File: src/rtl/move_if.sv
// move_if: command handshake, map read port, fog write port and status of move_controller
interface move_if;
  logic        cmd_valid;
  logic [1:0]  cmd_dir;
  logic        cmd_ready;
  logic        map_re;
  logic [15:0] map_addr;
  logic [15:0] map_rdata;
  logic        fog_we;
  logic [15:0] fog_addr;
  logic [15:0] cur_pos;
  logic        move_ok;
  logic        move_blocked;
  logic        render_req;
  logic        exit_reached;
  modport master (
    input  cmd_valid, cmd_dir, map_rdata,
    output cmd_ready, map_re, map_addr, fog_we, fog_addr, cur_pos,
           move_ok, move_blocked, render_req, exit_reached
  );
  modport slave (
    output cmd_valid, cmd_dir, map_rdata,
    input  cmd_ready, map_re, map_addr, fog_we, fog_addr, cur_pos,
           move_ok, move_blocked, render_req, exit_reached
  );
endinterface

File: src/rtl/move_controller.sv
// move_controller: one-step move sequencer with map read, fog reveal and render request.
// Define DIAG_REVEAL_EN to add the four diagonal reveal slots.
module move_controller #(
  parameter int MAP_W     = 10,
  parameter int MAP_H     = 10,
  parameter int START_POS = 50,
  parameter int EXIT_POS  = 59,
  parameter int WALL_ID   = 5
) (
  input logic    clk,
  input logic    rst_n,
  move_if.master bus
);
`ifdef DIAG_REVEAL_EN
  localparam int SW = 3;
`else
  localparam int SW = 2;
`endif
  localparam logic [15:0] W  = 16'(MAP_W);
  localparam logic [15:0] N  = 16'(MAP_W * MAP_H);
  localparam logic [15:0] EX = 16'(EXIT_POS);
  typedef enum logic [2:0] {INIT_REVEAL, IDLE, READ, EVAL, REVEAL, RENDER, DONE} state_t;
  state_t state, state_n;
  logic live, reveal, wall, nb_ok, ok_q, blk_q, exit_q;
  logic [SW-1:0] slot;
  logic [15:0] pos, target, nb;
  logic [3:0] lg;
  function automatic logic [3:0] legal4(input logic [15:0] p);
    return {p % W != W - 16'd1, p % W != '0, p + W < N, p >= W};
  endfunction
  function automatic logic [15:0] step(input logic [15:0] p, input logic [1:0] d);
    return d[1] ? (d[0] ? p + 16'd1 : p - 16'd1) : (d[0] ? p + W : p - W);
  endfunction
  always_comb begin
    lg   = legal4(pos);
    wall = bus.map_rdata == 16'(WALL_ID);
`ifdef DIAG_REVEAL_EN
    nb_ok = slot[2] ? lg[{1'b0, slot[1]}] && lg[{1'b1, slot[0]}] : lg[slot[1:0]];
    nb    = slot[2] ? step(step(pos, {1'b0, slot[1]}), {1'b1, slot[0]}) : step(pos, slot[1:0]);
`else
    nb_ok = lg[slot];
    nb    = step(pos, slot);
`endif
  end
  always_comb begin
    state_n = state;
    case (state)
      INIT_REVEAL, REVEAL: state_n = live && &slot ? RENDER : state;
      IDLE:                state_n = bus.cmd_valid && lg[bus.cmd_dir] ? READ : IDLE;
      READ:                state_n = EVAL;
      EVAL:                state_n = wall ? IDLE : REVEAL;
      RENDER:              state_n = pos == EX ? DONE : IDLE;
      default:             state_n = state;
    endcase
  end
  // live holds off the first reveal slot until the cycle after reset is released
  always_ff @(posedge clk) begin
    if (!rst_n) begin
      state  <= INIT_REVEAL;
      live   <= 1'b0;
      slot   <= '0;
      pos    <= 16'(START_POS);
      target <= '0;
      ok_q   <= 1'b0;
      blk_q  <= 1'b0;
      exit_q <= 1'b0;
    end else begin
      state <= state_n;
      live  <= 1'b1;
      slot  <= live && (state == INIT_REVEAL || state == REVEAL) ? slot + 1'b1 : '0;
      ok_q  <= state == EVAL && !wall;
      blk_q <= (state == IDLE && bus.cmd_valid && !lg[bus.cmd_dir]) || (state == EVAL && wall);
      if (state == IDLE && bus.cmd_valid) target <= step(pos, bus.cmd_dir);
      if (state == EVAL && !wall) pos <= target;
      if (state == RENDER && pos == EX) exit_q <= 1'b1;
    end
  end
  always_comb begin
    reveal           = live && (state == INIT_REVEAL || state == REVEAL);
    bus.cmd_ready    = state == IDLE;
    bus.map_re       = state == READ;
    bus.map_addr     = state == READ ? target : '0;
    bus.fog_we       = reveal && nb_ok;
    bus.fog_addr     = reveal && nb_ok ? nb : '0;
    bus.cur_pos      = pos;
    bus.move_ok      = ok_q;
    bus.move_blocked = blk_q;
    bus.render_req   = state == RENDER;
    bus.exit_reached = exit_q;
  end
endmodule
File: src/flat_wrapper.sv
// flat-port wrapper written by rule: the top's interface ports become plain ports
module move_controller_flat 
#(
  parameter int MAP_W     = 10,
  parameter int MAP_H     = 10,
  parameter int START_POS = 50,
  parameter int EXIT_POS  = 59,
  parameter int WALL_ID   = 5
)
  (clk, rst_n, bus_cmd_valid, bus_cmd_dir, bus_map_rdata, bus_cmd_ready, bus_map_re, bus_map_addr, bus_fog_we, bus_fog_addr, bus_cur_pos, bus_move_ok, bus_move_blocked, bus_render_req, bus_exit_reached);
  move_if bus_i ();
  input logic clk;
  input logic rst_n;
  input wire logic [$bits(bus_i.cmd_valid)-1:0] bus_cmd_valid;
  input wire logic [$bits(bus_i.cmd_dir)-1:0] bus_cmd_dir;
  input wire logic [$bits(bus_i.map_rdata)-1:0] bus_map_rdata;
  output wire logic [$bits(bus_i.cmd_ready)-1:0] bus_cmd_ready;
  output wire logic [$bits(bus_i.map_re)-1:0] bus_map_re;
  output wire logic [$bits(bus_i.map_addr)-1:0] bus_map_addr;
  output wire logic [$bits(bus_i.fog_we)-1:0] bus_fog_we;
  output wire logic [$bits(bus_i.fog_addr)-1:0] bus_fog_addr;
  output wire logic [$bits(bus_i.cur_pos)-1:0] bus_cur_pos;
  output wire logic [$bits(bus_i.move_ok)-1:0] bus_move_ok;
  output wire logic [$bits(bus_i.move_blocked)-1:0] bus_move_blocked;
  output wire logic [$bits(bus_i.render_req)-1:0] bus_render_req;
  output wire logic [$bits(bus_i.exit_reached)-1:0] bus_exit_reached;
  assign bus_i.cmd_valid = bus_cmd_valid;
  assign bus_i.cmd_dir = bus_cmd_dir;
  assign bus_i.map_rdata = bus_map_rdata;
  assign bus_cmd_ready = bus_i.cmd_ready;
  assign bus_map_re = bus_i.map_re;
  assign bus_map_addr = bus_i.map_addr;
  assign bus_fog_we = bus_i.fog_we;
  assign bus_fog_addr = bus_i.fog_addr;
  assign bus_cur_pos = bus_i.cur_pos;
  assign bus_move_ok = bus_i.move_ok;
  assign bus_move_blocked = bus_i.move_blocked;
  assign bus_render_req = bus_i.render_req;
  assign bus_exit_reached = bus_i.exit_reached;
  move_controller #(.MAP_W(MAP_W), .MAP_H(MAP_H), .START_POS(START_POS), .EXIT_POS(EXIT_POS), .WALL_ID(WALL_ID)) u_core (.clk(clk), .rst_n(rst_n), .bus(bus_i));
endmodule
File: config.mk
export PLATFORM = sky130hd
export DESIGN_NAME = move_controller_flat
export DESIGN_NICKNAME = d
export VERILOG_FILES = /design/src/rtl/move_if.sv /design/src/rtl/move_controller.sv /design/src/flat_wrapper.sv
export SDC_FILE = /design/constraint.sdc
export NUM_CORES = 1
export LEC_CHECK = 0
export CAP_MARGIN = 20
export CORE_MARGIN = 2
export CORE_UTILIZATION = 35
export CTS_CLUSTER_DIAMETER = 30
export DETAILED_ROUTE_END_ITERATION = 10
export PLACE_DENSITY = 0.61
export SYNTH_ARGS = -nofsm -noshare
export SYNTH_HDL_FRONTEND = slang
export SYNTH_SLANG_ARGS = --single-unit
File: constraint.sdc
create_clock -name clk -period 15.3 [get_ports clk]
set_input_delay 3.06 -clock clk [delete_from_list [all_inputs] [get_ports clk]]
set_output_delay 3.06 -clock clk [all_outputs]
set_load 0.02 [all_outputs]
# Word level (Yosys, flattened, before mapping)

Index checks and enable logic that the tools add are counted.
Widths: inputs -> output; s select.

Register bits after elaboration: 41
Bits of input ports: 21
Output and inout bits: 55
Word-level logic and storage cells: 65

Add/sub/neg operators: 5
Divide/modulo/power cells: 1
Order comparisons: 4
Equal/unequal tests: 9
Muxes and demuxes: 18
Reduce and logical (&&, ||, !) cells: 20

Operator list:

| cell                  | count |
|---|---|
| $mux 16               | 8 |
| $add 16x1->16 const B | 1 |
| $add 16x4->16 const B | 1 |
| $eq 16x3->1 const B   | 1 |
| $eq 16x6->1 const B   | 1 |
| $ge 16x4->1 const B   | 1 |
| $lt 16x7->1 const B   | 1 |
| $mod 16x4->16 const B | 1 |
| $ne 16x4->1 const B   | 1 |
| $reduce_bool 16->1    | 1 |
| $sub 16x1->16 const B | 1 |
| $sub 16x4->16 const B | 1 |
| $pmux 3 s5            | 1 |
| $logic_and 1x1->1     | 9 |
| $mux 3                | 3 |
| $eq 3x2->1 const B    | 2 |
| $eq 3x3->1 const B    | 2 |
| $lt 2x3->1 const B    | 2 |
| $reduce_and 2->1      | 3 |
| $reduce_bool 5->1     | 1 |
| $bmux 1 s2            | 2 |
| $eq 3x1->1 const B    | 1 |
| $logic_not 3->1       | 1 |
| $mux 1                | 3 |
| 6 further kinds       | 8 |

# Depth between registers and ports, before layout

Gate-level depths: netlist of the first run.

Depth after elaboration: 7
Depth in mapped cells: 26
Mapped depth without buffers: 20

# Worst setup path before layout of the first run

Ideal clock, no wire load.

Path type: register to output
Start point: reg u_core.pos[13], in the netlist u_core.bus.cur_pos[13]
End point: out bus_fog_addr[14]
Arrival: 5.365 ns
Required time: 12.240 ns
Setup slack: 6.875 ns
Cell stages (with the launch flop): 27
Path buffers: 6
Cell sequence: dfxtp_1 > buf_4 > nor2b_4 > buf_6 > o21ai_1 > a32oi_2 > and3_1 > buf_4 > o21ai_1 > a31oi_4 > a21oi_1 > or2_1 > a211oi_2 > o2111a_1 > nor3_1 > o32ai_2 > o32ai_1 > or2_1 > buf_4 > or3_1 > o31ai_1 > o21ai_1 > mux2i_1 > a41o_1 > buf_6 > buf_8 > nor2_1

Longest elaborated chain between the ends: 6
Elaborated cells on any way between the ends: 16
Those cells by class: add/sub: 4; div: 1; order compare: 2; eq/ne: 1; mux: 6; reduce/logical: 2

RTL lines:

| item                                                  | line                                         | source |
|---|---|---|
| from (decl)                                           | move_controller.sv:26                        | `logic [15:0] pos, target, nb;` |
| from (signal assigned)                                | move_controller.sv:62                        | `pos <= 16'(START_POS);` |
| from (signal assigned)                                | move_controller.sv:74                        | `if (state == EVAL && !wall) pos <= target;` |
| $mod 16x4->16 / $add 16x4->16 (equally long branches) | move_controller.sv:29, move_controller.sv:32 |  |
| $ne 16x4->1, or another cell as far along             | move_controller.sv:29                        | `return {p % W != W - 16'd1, p % W != '0, p + W < N, p >= W};` |
| $bmux 1 s2                                            | move_controller.sv:41                        | `nb_ok = lg[slot];` |
| $mux 1 (not written as such)                          | move_controller.sv:41                        |  |
| $logic_and 1x1->1                                     | move_controller.sv:84                        | `bus.fog_addr = reveal && nb_ok ? nb : '0;` |
| $mux 16 (*)                                           | move_controller.sv:84                        |  |
| to (decl)                                             | flat_wrapper.sv:21                           | `output wire logic [$bits(bus_i.fog_addr)-1:0] bus_fog_addr;` |

Every way passes the cells marked *; elsewhere a longest branch is shown, timed or not. The select of a mux whose other input is x is not followed.

# Worst setup path in the final report of the first run

Start point: reg u_core.pos[14], in the netlist u_core.bus.cur_pos[14]
End point: out bus_fog_addr[3]

Longest elaborated chain between the ends: 6
Elaborated cells on any way between the ends: 10
Those cells by class: add/sub: 1; div: 1; order compare: 2; eq/ne: 1; mux: 3; reduce/logical: 2

RTL lines:

| item                                                  | line |
|---|---|
| $mod 16x4->16 / $add 16x4->16 (equally long branches) | move_controller.sv:29 |
| $ne 16x4->1, or another cell as far along             | move_controller.sv:29 |
| $bmux 1 s2 (*)                                        | move_controller.sv:41 |
| $mux 1 (not written as such) (*)                      | move_controller.sv:41 |
| $logic_and 1x1->1 (*)                                 | move_controller.sv:84 |
| $mux 16 (*)                                           | move_controller.sv:84 |

Marks and branches as above.

==> out/qor.yml, run 1 <==
run_status:
  outcome: "complete, no violations"
job:
  drv_cap: 0
setup_path:
  crit_fanout: 22
  worstPathArrival_ns: 7.63
  rr_endpoint: "u_core.state[1]"
  endpoint_kind: "output port"
  regToRegStartpoint: "u_core.bus.cur_pos[14]"
  startpoint_type: "register"
  reg2reg_depth: 20
  regToRegSetupSlack_ns: 8.89
  worstPathRequired_ns: 12.24
  critPathKind: "register to output port"
sta:
  fin_crit_sh_pct: 69.89
  worst_slew_pin_slew_ns: 1.017
  hold_viol: 0
  skew_ns: 0.005128
  drv_slew: 0
  setup_viol: 0
  fin_crit_ns: 10.69
  tns_ns: 0
  grt_setup_unrepaired: "no"
  max_slew_margin_pct: 32.13
  fmax_ghz: 0.09351
cts:
  clkLatencyLatePin_ns: 0.28
  cts_hold_buf: 0
  clock_sinks: 41
  cts_buffers: 5
  cts_tree: "yes"
  post-cts-setup-buffers: 0
  clk_pin_slew_ns: 0.06
  cts_max_level: 2
  cts_root_buffer: "clkbuf_16"
  cts.repair.resized: 0
  clockBufferDepth: 2
hold_path:
  worstHoldEndpoint: "u_core.target[4]"
  whs_path_depth: 2
  hp-class: "register to register"
  hp-start: "u_core.target[4]"
logic_synthesis:
  synth_seq_cells: 41
  synthCells: 819
  synth-seq-area-share_pct: 14.50
  synth_warnings: 0
  syn-num-nets: 849
  synth_ff_type: "dfxtp_1"
  synth_cell_types: 96
  synth_edf_count: 0
  synth_area_um2: 5659
  synthArstFlopShare_pct: 0
  syn_avg_cell_area_um2: 6.910
placement:
  routabilityCongestion: 0.9318
  portBuffers: 75
  hpwl_mm: 12.88
floorplan:
  die_h_um: 131.2
  io_pins: 76
  core_um2: 15830
  die_w_um: 131.2
  die_area_um2: 17200
  start_util_pct: 35.75
  rows: 46
global_route:
  grt_usage_pct: 19.83
  gr-total-overflow: 0
  antenna_found_initial: 0
  grt_max_degree: 44
  grt_first_pass_wirelength_mm: 28.90
  grt_pass1_vias: 5655
cells_and_area:
  area_growth_pct: 17.31
  drive_above_1_share_pct: 8.462
  fillCellCount: 1671
  nNetsFinal: 869
  regArea_um2: 820.8
  multi_input_area_um2: 4390
  final_util_pct: 41.94
  antenna_cells: 0
pwr:
  ir_drop_mv: 0.04704
  leakage_nw: 2.314
  p_per_area_nw_per_um2: 38.15
drt:
  first_pass_iters: 8
  drc_errors: 0
  drtAntennaViolNets: 0
  dr.first_iter.drc_count: 665
  num_vias: 6133
  postRouteWirelength_mm: 17.53
  viasPerCell: 5.813
  post_drt_wl_per_cell_um: 16.61
## worst max-delay path by stage
stage | startpoint | endpoint | slack [ns] | cells past startpoint
2_1_floorplan | u_core.bus.cur_pos[13] | bus_fog_addr[14] | 6.88 | 26
3_3_place_gp | u_core.bus.cur_pos[11] | bus_fog_addr[4] | 4.91 | 21
3_5_place_dp | u_core.bus.cur_pos[11] | bus_fog_addr[3] | 4.86 | 21
4_1_cts | u_core.bus.cur_pos[11] | bus_fog_addr[3] | 4.52 | 21
5_1_grt | u_core.bus.cur_pos[14] | bus_fog_addr[3] | 3.94 | 21
6_report | u_core.bus.cur_pos[14] | bus_fog_addr[3] | 4.61 | 21
## metrics by stage
step	area [um^2]	hold WS (ns)	std cells	worst slack, ns	power (mW)
final	6639	0.4633	1055	4.606	0.2533
after global routing	6639	0.4961	1055	3.943	0.2653
after CTS	6569	0.4660	1052	4.521	0.2549
after detailed placement	6409	0.4584	1045	4.862	0.1395
after global placement	6409	0.4545	1045	4.905	0.1394
after floorplan	5659	0.4396	819	6.875	0.1292
## kinds of logic (layout without fill, tap and decap cells)
logic type | after synthesis | after routing | share of synthesized area [%]
and+or+nand+nor | 347 | 347 | 30.73
xor gates and xnor gates | 46 | 46 | 7.119
muxes | 34 | 34 | 6.124
buffers and inverters | 101 | 121 | 7.915
AOI/OAI and AO/OA | 241 | 241 | 31.62
DFF | 41 | 41 | 14.50
adders and majority gates | 9 | 9 | 1.990
## routing by layer
metal / vias to the layer above / GRT usage (%) / wire (um)
li1: 3047 / - / -
met1: 2864 / 27.62 / 8179
met2: 208 / 32.69 / 8143
met3: 14 / 2.894 / 962
met4: 0 / 3.865 / 240
met5: - / 0 / 0
## cell usage after synthesis (all sizes together), types with 4 or more instances
master | n | area, um^2
a21oi | 68 | 355.3
a31oi | 20 | 140.1
or3 | 6 | 37.54
nand4 | 9 | 56.30
a2bb2oi | 5 | 73.83
or2 | 5 | 31.28
nor2b | 8 | 65.07
o22ai | 5 | 37.53
ha | 9 | 112.6
o211ai | 6 | 50.05
o31ai | 10 | 75.07
nand2b | 6 | 37.54
a32oi | 6 | 60.06
and3 | 12 | 75.07
a2111oi | 4 | 72.57
nand3b | 4 | 30.03
buf | 30 | 181.4
xor2 | 8 | 70.07
nand2 | 78 | 295.3
o21ai | 35 | 182.7
nor2 | 100 | 402.9
nor3 | 42 | 225.2
dfxtp | 41 | 820.8
a311oi | 5 | 43.79
o32ai | 9 | 93.84
mux2i | 29 | 290.3
a211oi | 21 | 167.7
inv | 23 | 86.33
nand3 | 32 | 170.2
clkbuf | 46 | 172.7
a21o | 6 | 45.04
nor4 | 9 | 62.56
xnor2 | 38 | 332.8
a221oi | 4 | 41.29
and2 | 24 | 150.1
mux2 | 5 | 56.30
## cell usage in the layout (no fill, tap or decap), types with 10 or more instances in the layout
cell type | Yosys | final
nor3_1 | 39 | 39
a211oi_1 | 19 | 19
buf_4 | 6 | 11
nand2_1 | 77 | 77
inv_1 | 20 | 20
clkdlybuf4s50_1 | 0 | 75
nand3_1 | 30 | 30
and2_1 | 24 | 24
o21ai_0 | 24 | 24
mux2i_1 | 29 | 29
a21oi_1 | 66 | 66
dfxtp_1 | 41 | 41
a31oi_1 | 19 | 19
o31ai_1 | 10 | 10
nor2_1 | 91 | 91
xnor2_1 | 38 | 38
and3_1 | 12 | 12
## worst max-delay path: stages (launching register included)
cell             delay [ns]
dfxtp_1                0.78
nor2b_1                0.55
nor3_1                 0.13
o21ai_2                0.25
and3_1                 0.39
nor3_1                 0.09
o31ai_1                0.51
inv_2                  0.09
or2_1                  0.27
a211oi_2               0.44
a21oi_2                0.19
nor2_1                 0.34
xnor2_1                0.20
o32ai_1                0.40
or2_1                  0.25
a2bb2oi_1              0.09
o31ai_1                0.44
o21ai_1                0.21
mux2i_1                0.19
a41o_1                 0.82
nor2_1                 0.11
clkdlybuf4s50_1        0.58
## state kept, by name, indices dropped and copies added, names as in the netlist
name and flops:
u_core.bus.cur_pos 16, u_core.slot 2, u_core.target 16, u_core.state 3, u_core.bus.move_blocked 1, u_core.live 1, u_core.bus.move_ok 1, u_core.bus.exit_reached 1
## area by class of cell
type                       count  area share [%]
multi-input combinational    677           66.13
timing repair buffer          89           13.61
sequential                    41           12.36
tap                          216           4.071
clock buffer                   5           1.885
inverter                      25           1.413
clock inverter                 2          0.5277
## power by group
group / total (mW) / internal, mW / switching [mW]
Combinational: 0.0287 / 0.0132 / 0.0155
Sequential: 0.110 / 0.108 / 0.00193
Clock: 0.115 / 0.0756 / 0.0394
Note: power is estimated with default switching activity, not from simulation.
==> inputs of run 2 (changes only) <==
==> constraint.sdc (replaced) <==
create_clock -name clk -period 10.3 [get_ports clk]
set_input_delay 2.06 -clock clk [delete_from_list [all_inputs] [get_ports clk]]
set_output_delay 2.06 -clock clk [all_outputs]
set_load 0.02 [all_outputs]
==> out/qor.yml, run 2 (synthesized netlist as in run 1, its figures left out) <==
floorplan:
  io_pins: 76
  die_h_um: 131.2
  die_w_um: 131.2
  die_area_um2: 17200
  rows: 46
  core_um2: 15830
  start_util_pct: 35.75
run_status:
  outcome: "complete, no violations"
cts:
  cts_tree: "yes"
  cts.repair.resized: 0
  cts_hold_buf: 0
  cts_root_buffer: "clkbuf_16"
  clockBufferDepth: 2
  clkLatencyLatePin_ns: 0.28
  cts_max_level: 2
  clk_pin_slew_ns: 0.06
  clock_sinks: 41
  cts_buffers: 5
  post-cts-setup-buffers: 0
cells_and_area:
  layout.cells.non_filler: 1058
  final_common_cell: "nor2_1"
  multi_input_area_um2: 4390
  antenna_cells: 0
  final_cell_mix: "nor2_1 (91), nand2_1 (77), clkdlybuf4s50_1 (75), a21oi_1 (66), dfxtp_1 (41)"
  area_growth_pct: 16.71
  regArea_um2: 820.8
  drive_above_1_share_pct: 8.670
  fillCellCount: 1656
  nNetsFinal: 871
placement:
  hpwl_mm: 13.06
  routabilityCongestion: 0.9355
  dp_cells: 1049
  portBuffers: 75
drt:
  postRouteWirelength_mm: 17.58
  drc_errors: 0
  post_drt_wl_per_cell_um: 16.62
  dr.first_iter.drc_count: 542
  num_vias: 6146
  first_pass_iters: 5
  viasPerCell: 5.809
  drtAntennaViolNets: 0
sta:
  fin_crit_ns: 9.535
  fin_crit_sh_pct: 92.57
  grt_setup_unrepaired: "no"
  tns_ns: 0
  skew_ns: 0.004492
  drv_slew: 0
  worst_slew_pin_slew_ns: 1.011
  fmax_ghz: 0.1049
  setup_viol: 0
  hold_viol: 0
  max_slew_margin_pct: 32.53
setup_path:
  worstPathRequired_ns: 8.24
  endpoint_kind: "output port"
  startpoint_type: "register"
  crit_fanout: 25
  worstPathArrival_ns: 7.47
  critPathKind: "register to output port"
global_route:
  grt_pass1_vias: 5715
  grt_first_pass_wirelength_mm: 28.93
  grt_usage_pct: 19.71
  antenna_found_initial: 0
  grt_max_degree: 44
  gr-total-overflow: 0
hold_path:
  hp-class: "register to register"
job:
  drv_cap: 0
pwr:
  p_per_area_nw_per_um2: 53.58
  leakage_nw: 2.309
  ir_drop_mv: 0.06358
## run 2: path summary, 6_finish.rpt
kind,from,endpoint,slack (ns),depth (start not counted)
setup / recovery,u_core.bus.cur_pos[15],bus_fog_addr[1],0.77,20
hold / removal,u_core.target[8],u_core.target[8],0.46,2
setup reg to reg,u_core.bus.cur_pos[15],u_core.state[1],4.13,19
hold reg to reg,u_core.target[8],u_core.target[8],0.46,2
## run 2: critical path, stage by stage, from the launching register on
cell and delay (ns):
dfxtp_1 0.95, nor2b_1 0.17, a32oi_2 0.35, and3_1 0.40, o21ai_1 0.20, a31oi_4 0.32
a21oi_1 0.15, or2_1 0.27, a211oi_2 0.47, a21oi_2 0.19, nor2_1 0.34, xnor2_1 0.20
o32ai_1 0.43, o21ai_0 0.21, a2bb2oi_2 0.22, and3b_1 0.20, a2111o_1 0.29, o211ai_2 0.22
a41o_1 0.85, nor2_1 0.15, clkdlybuf4s50_1 0.58
## run 2: cell type report
class	instances	area share (%)
repair buffers	91	13.49
inverters	25	1.421
multi-input cells	677	66.47
flip-flops and latches	41	12.43
clock buffers	6	1.951
clock inverters	2	0.1515
well taps	216	4.092
## run 2: metal layers
layer  vias to the layer above  GRT usage (%)  wire length [um]
li1                       3049              -                 -
met1                      2883          27.04              8343
met2                       192          32.60              8121
met3                        22          2.662               740
met4                         0          5.012               378
met5                         -              0                 0
## run 2: power by group
part	total (mW)	switching, mW	leakage, nW	internal [mW]
clock	0.150	0.0609	0.0706	0.0889
sequential	0.162	0.00221	0.331	0.160
combinational	0.0420	0.0234	1.91	0.0186
total	0.354	0.0866	2.31	0.267
## run 2: metrics by stage
stage / power, mW / hold WS (ns) / worst slack, ns / util (%) / cell area [um^2]
final: 0.3539 / 0.4646 / 0.7650 / 41.73 / 6605
after global routing: 0.3664 / 0.4887 / 0.2247 / 41.73 / 6605
after CTS: 0.3571 / 0.4637 / 0.8049 / 41.56 / 6578
after detailed placement: 0.2076 / 0.4577 / 1.129 / 40.68 / 6439
after global placement: 0.2073 / 0.4563 / 1.248 / 40.68 / 6439
after floorplan: 0.1919 / 0.4396 / 2.875 / - / 5659
